## src/rtl/uart_tx_arbiter.sv

```systemverilog
// Round-robin arbiter sharing one uart_tx serializer among NREQ byte streams.
// An owner keeps the grant for a whole packet; an idle-hold timeout frees a stalled owner.
module uart_tx_arbiter #(
  parameter int NREQ         = 4,
  parameter int DBIT         = 8,
  parameter int HOLD_TIMEOUT = 1024,
  localparam int IDW = (NREQ > 1) ? $clog2(NREQ) : 1,
  localparam int HCW = (HOLD_TIMEOUT > 1) ? $clog2(HOLD_TIMEOUT) : 1
) (
  input  logic                 clk_i,
  input  logic                 reset_i,
  input  logic [NREQ-1:0]      req_valid_i,
  input  logic [NREQ*DBIT-1:0] req_data_i,
  input  logic [NREQ-1:0]      req_last_i,
  output logic [NREQ-1:0]      req_ready_o,
  output logic                 tx_start_o,
  output logic [DBIT-1:0]      din_o,
  input  logic                 tx_done_tick_i,
  output logic [IDW-1:0]       grant_id_o,
  output logic                 busy_o
);
  typedef enum logic [1:0] {IDLE, SEND, WAIT, HOLD} state_e;

  state_e                    state_q, state_d;
  logic [IDW-1:0]            rr_ptr_q, rr_ptr_d, grant_q, grant_d;
  logic                      last_q, last_d;
  logic [HCW-1:0]            hold_cnt_q, hold_cnt_d;
  logic [DBIT-1:0]           din_q, din_d;
  logic [NREQ-1:0][DBIT-1:0] data_a;
  logic [IDW:0]              sum;
  logic                      found;
  logic [IDW-1:0]            win, next_ptr;

  assign data_a = req_data_i;

  // Scan downward so the candidate closest to rr_ptr is written last and wins.
  always_comb begin
    found = 1'b0;
    win   = '0;
    sum   = '0;
    for (int k = NREQ-1; k >= 0; k--) begin
      sum = {1'b0, rr_ptr_q} + (IDW+1)'(k);
      if (sum >= (IDW+1)'(NREQ)) sum = sum - (IDW+1)'(NREQ);
      if (req_valid_i[sum[IDW-1:0]]) begin
        found = 1'b1;
        win   = sum[IDW-1:0];
      end
    end
  end

  assign next_ptr = (grant_q == IDW'(NREQ-1)) ? '0 : grant_q + 1'b1;

  for (genvar i = 0; i < NREQ; i++) begin : g_lane
    assign req_ready_o[i] = !reset_i && req_valid_i[i] &&
      ((state_q == IDLE && found && win == IDW'(i)) ||
       (state_q == HOLD && grant_q == IDW'(i)));
  end

  always_comb begin
    state_d    = state_q;
    rr_ptr_d   = rr_ptr_q;
    grant_d    = grant_q;
    last_d     = last_q;
    hold_cnt_d = hold_cnt_q;
    din_d      = din_q;
    case (state_q)
      IDLE: if (found) begin
        din_d   = data_a[win];
        last_d  = req_last_i[win];
        grant_d = win;
        state_d = SEND;
      end
      SEND: state_d = WAIT;
      WAIT: if (tx_done_tick_i) begin
        if (last_q) begin
          state_d  = IDLE;
          rr_ptr_d = next_ptr;
        end else begin
          state_d    = HOLD;
          hold_cnt_d = '0;
        end
      end
      HOLD: if (req_valid_i[grant_q]) begin
        din_d      = data_a[grant_q];
        last_d     = req_last_i[grant_q];
        hold_cnt_d = '0;
        state_d    = SEND;
      end else if (hold_cnt_q == HCW'(HOLD_TIMEOUT-1)) begin
        // Stalled owner: abandon the packet and move the pointer past it.
        state_d  = IDLE;
        rr_ptr_d = next_ptr;
      end else begin
        hold_cnt_d = hold_cnt_q + 1'b1;
      end
      default: state_d = IDLE;
    endcase
  end

  always_ff @(posedge clk_i) begin
    if (reset_i) begin
      state_q    <= IDLE;
      rr_ptr_q   <= '0;
      grant_q    <= '0;
      last_q     <= 1'b0;
      hold_cnt_q <= '0;
      din_q      <= '0;
    end else begin
      state_q    <= state_d;
      rr_ptr_q   <= rr_ptr_d;
      grant_q    <= grant_d;
      last_q     <= last_d;
      hold_cnt_q <= hold_cnt_d;
      din_q      <= din_d;
    end
  end

  assign tx_start_o = (state_q == SEND);
  assign busy_o     = (state_q != IDLE);
  assign din_o      = din_q;
  assign grant_id_o = grant_q;
endmodule

```

## config.mk

```make
export PLATFORM = sky130hd
export DESIGN_NAME = uart_tx_arbiter
export DESIGN_NICKNAME = d
export VERILOG_FILES = /design/src/rtl/uart_tx_arbiter.sv
export SDC_FILE = /design/constraint.sdc
export NUM_CORES = 1
export LEC_CHECK = 0
export CORE_ASPECT_RATIO = 0.75
export CORE_MARGIN = 3
export CORE_UTILIZATION = 47
export DETAILED_ROUTE_END_ITERATION = 8
export HOLD_SLACK_MARGIN = 0.03
export PLACE_DENSITY = 0.78
export SKIP_LAST_GASP = 1
export SLEW_MARGIN = 20
export SYNTH_ARGS = -nofsm -noshare
export SYNTH_HDL_FRONTEND = slang
export SYNTH_SLANG_ARGS = --single-unit
```

## constraint.sdc

```tcl
create_clock -name clk_i -period 6.41 [get_ports clk_i]
set_input_delay 1.282 -clock clk_i [delete_from_list [all_inputs] [get_ports clk_i]]
set_output_delay 1.282 -clock clk_i [all_outputs]
set_load 0.05 [all_outputs]
```

==> impl_metrics.toml <==
[timing]
setup_tns_ns = 0
min_period_over_period_pct = 83.6
setup-violations-final = 0
maxClockFrequency_ghz = 0.187
clock_skew_ns = 0.00422
rsz0062_at_grt = "no"
worstMarginPinSlew_ns = 0.879
relSlewSlack_pct = 41.3
slew_viol_final = 0
period_minus_slack_ns = 5.36
hold_viol_final = 0

[setup_path]
crit_fanout = 15
worst-setup-path-type = "input port to output port"
cpPeakStageDelay_ns = 0.86
cp_common_cell = "clkdlybuf4s50_1"
worstReg2RegEnd = "hold_cnt_q[8]"
worst_ep_arrival_time_ns = 4.08
crit_required_ns = 5.13
cp_slowest_cell = "clkdlybuf4s50_1"
path_cells = "clkdlybuf4s50_1 -> nor2b_1 -> o21ba_1 -> a211o_1 -> buf_4 -> a32oi_1 -> nor3_1 -> clkdlybuf4s50_1"
reg2reg_from = "grant_id_o[0]"
critPathCapture = "req_ready_o[0]"
reg2reg_setup_slack_ns = 3.30
start_kind = "input port"
crit_start = "req_valid_i[0]"
worst_setup_path_end_kind = "output port"
worst_r2r_path_depth = 5

[logic_synthesis]
synth-edff-count = 0
synth_most_common_cell = "dfxtp_1"
syn_area_um2 = 1900
synth_nets = 265
synth_area_leaders = "dfxtp_1, mux4_2, mux2i_1"
synthCells = 217
synth_area_per_cell_um2 = 8.75
netlist_top_cells_count = "dfxtp_1, nand2_1, mux2i_1, nor2_1, nand3_1"
synth-async-reset-ratio_pct = 0
netlist.area_leader.share_pct = 26.4
synth_top_area_cell = "dfxtp_1"
ys_warn_count = 0
yosysUniqueCellTypes = 45
yosysSeqAreaShare_pct = 26.4
synth_ff_type = "dfxtp_1"
ys_ff_latch = 25

[final_layout]
diodes = 0
area_growth_pct = 34.0
layout-drive-gt1-share_pct = 7.17
layout.nets = 314
utilization_pct = 67.3

[floorplanning]
core_area_um2 = 3780
fp.dieH_um = 61.1
start_util_pct = 50.2
boundaryPins = 59
fp.dieArea_um2 = 4850
row_count = 19
die_x_um = 79.4

[pwr]
ir_drop_mv = 0.107
leakage_nw = 0.940
power_density_nw_per_um2 = 190

[routing]
drt_iter0_markers = 126
via_per_inst = 5.87
drtPass1Iterations = 4
vias = 1861
routed_wl_um = 5140
avgRoutedWirePerCell_um = 16.2
drc = 0
ant_nets = 0

[placed_design]
place_congestion = 0.886
dpl.hpwl_um = 3910
port_buffers = 58

[clock_network]
cts_made_buffers = 3
cts_hold_buf = 0
clk_pin_slew_ns = 0.09
post_cts_buffers = 0
clockBufferDepth = 2
tritoncts = "yes"
htree_levels = 1
cts_repair_resize_count = 0
cts-root-buf = "clkbuf_8"
cts.sinks = 25
clk-insertion-delay-late_ns = 0.28

[run]
maxCapViolations = 0

[global_routing]
grt_antenna_before_repair = 0
grt_max_degree = 27
grt_pass1_wl_um = 8340
grt_overflow = 0
grt_usage_pct = 22.1
grt_pass1_vias = 1750

[hold_path]
hold_class = "flip-flop to flip-flop"

[outcome]
status = "finished, final reports clean"
## worst min-delay path by stage
| stage | start | to | slack [ns] | cells past startpoint |
|---|---|---|---|---|
| floorplan | hold_cnt_q[1] | hold_cnt_q[1] | 0.45 | 2 |
| global placement | hold_cnt_q[1] | hold_cnt_q[1] | 0.47 | 2 |
| detailed placement | hold_cnt_q[6] | hold_cnt_q[6] | 0.48 | 2 |
| CTS | hold_cnt_q[6] | hold_cnt_q[6] | 0.49 | 2 |
| global route | hold_cnt_q[6] | hold_cnt_q[6] | 0.51 | 2 |
| finish | hold_cnt_q[6] | hold_cnt_q[6] | 0.49 | 2 |
## layer usage
| metal | wire length, um | track usage (%) | share of wire, % | vias up |
|---|---|---|---|---|
| met1 | 2370 | 32.2 | 46 | 859 |
| li1 | - | - | - | 927 |
| met5 | 0 | 0 | 0 | - |
| met3 | 378 | 4.82 | 7.4 | 7 |
| met4 | 60 | 4.90 | 1.2 | 0 |
| met2 | 2330 | 34.2 | 45 | 68 |
## sequential cells by signal, indices dropped and copies added (netlist names)
register,count
din_o,8
grant_id_o,2
hold_cnt_q,10
last_q,1
rr_ptr_q,2
state_q,2
## cell usage in the layout, fill, tap and decap left out, types with 2 or more instances in the layout
master / Yosys / routed
clkdlybuf4s50_1: 0 / 58
dfxtp_1: 25 / 25
nand2_1: 23 / 23
mux2i_1: 20 / 20
nor2_1: 14 / 14
nand3_1: 11 / 11
a21o_1: 10 / 10
mux4_2: 10 / 10
o221ai_1: 9 / 9
inv_1: 7 / 7
a21oi_1: 7 / 7
nor3_1: 5 / 5
or4_1: 5 / 5
ha_1: 5 / 5
nand4_1: 4 / 4
nor2b_1: 3 / 3
o21ai_1: 3 / 3
and2_1: 3 / 3
nor3b_1: 3 / 3
o211ai_1: 3 / 3
clkbuf_8: 0 / 3
or2_1: 2 / 2
a31oi_1: 2 / 2
a32oi_1: 2 / 2
o21a_1: 2 / 2
o31a_1: 2 / 2
or3_1: 2 / 2
o2111ai_1: 2 / 2
xnor2_1: 2 / 2
buf_4: 0 / 2
## logic make-up after synthesis
kind of cell,share of synthesized area (%)
compound gates,21.2
simple gates,20.2
flops,26.4
xor+xnor,1.38
fa+ha+maj,3.29
buf+inv,4.61
mux,23.0
## critical path, delay by kind of cell
| family | cells | cell delay (ns) |
|---|---|---|
| AO/OA/AOI/OAI | 3 | 0.65 |
| AND/OR/NAND/NOR | 2 | 0.41 |
| buffers and inverters | 3 | 1.73 |
## per-stage QoR
stage               total power [mW]  worst slack (ns)  cell area (um^2)  cells  hold WS, ns
finish                         0.484              1.05              2540    317        0.490
global route                   0.510             0.903              2540    317        0.513
CTS                            0.485              1.06              2540    317        0.491
detailed placement             0.389              1.07              2500    313        0.478
global placement               0.387              1.17              2500    313        0.473
floorplan                      0.316              1.68              1900    217        0.453
## where the power goes
group	internal [mW]	switching [mW]	total, mW
sequential	0.169	0.0175	0.186
clock	0.0436	0.0542	0.0978
combinational	0.0892	0.111	0.200
total	0.302	0.182	0.484
## layout make-up
cell class                      instances  area, um^2
Multi-Input combinational cell        169        1310
Tap cell                               52        65.1
Timing Repair Buffer                   60         596
Sequential cell                        25         500
Inverter                                7        26.3
Clock inverter                          1        5.00
Fill cell                             318        1230
Clock buffer                            3        41.3
No activity file was read; power rests on OpenSTA's default activity.
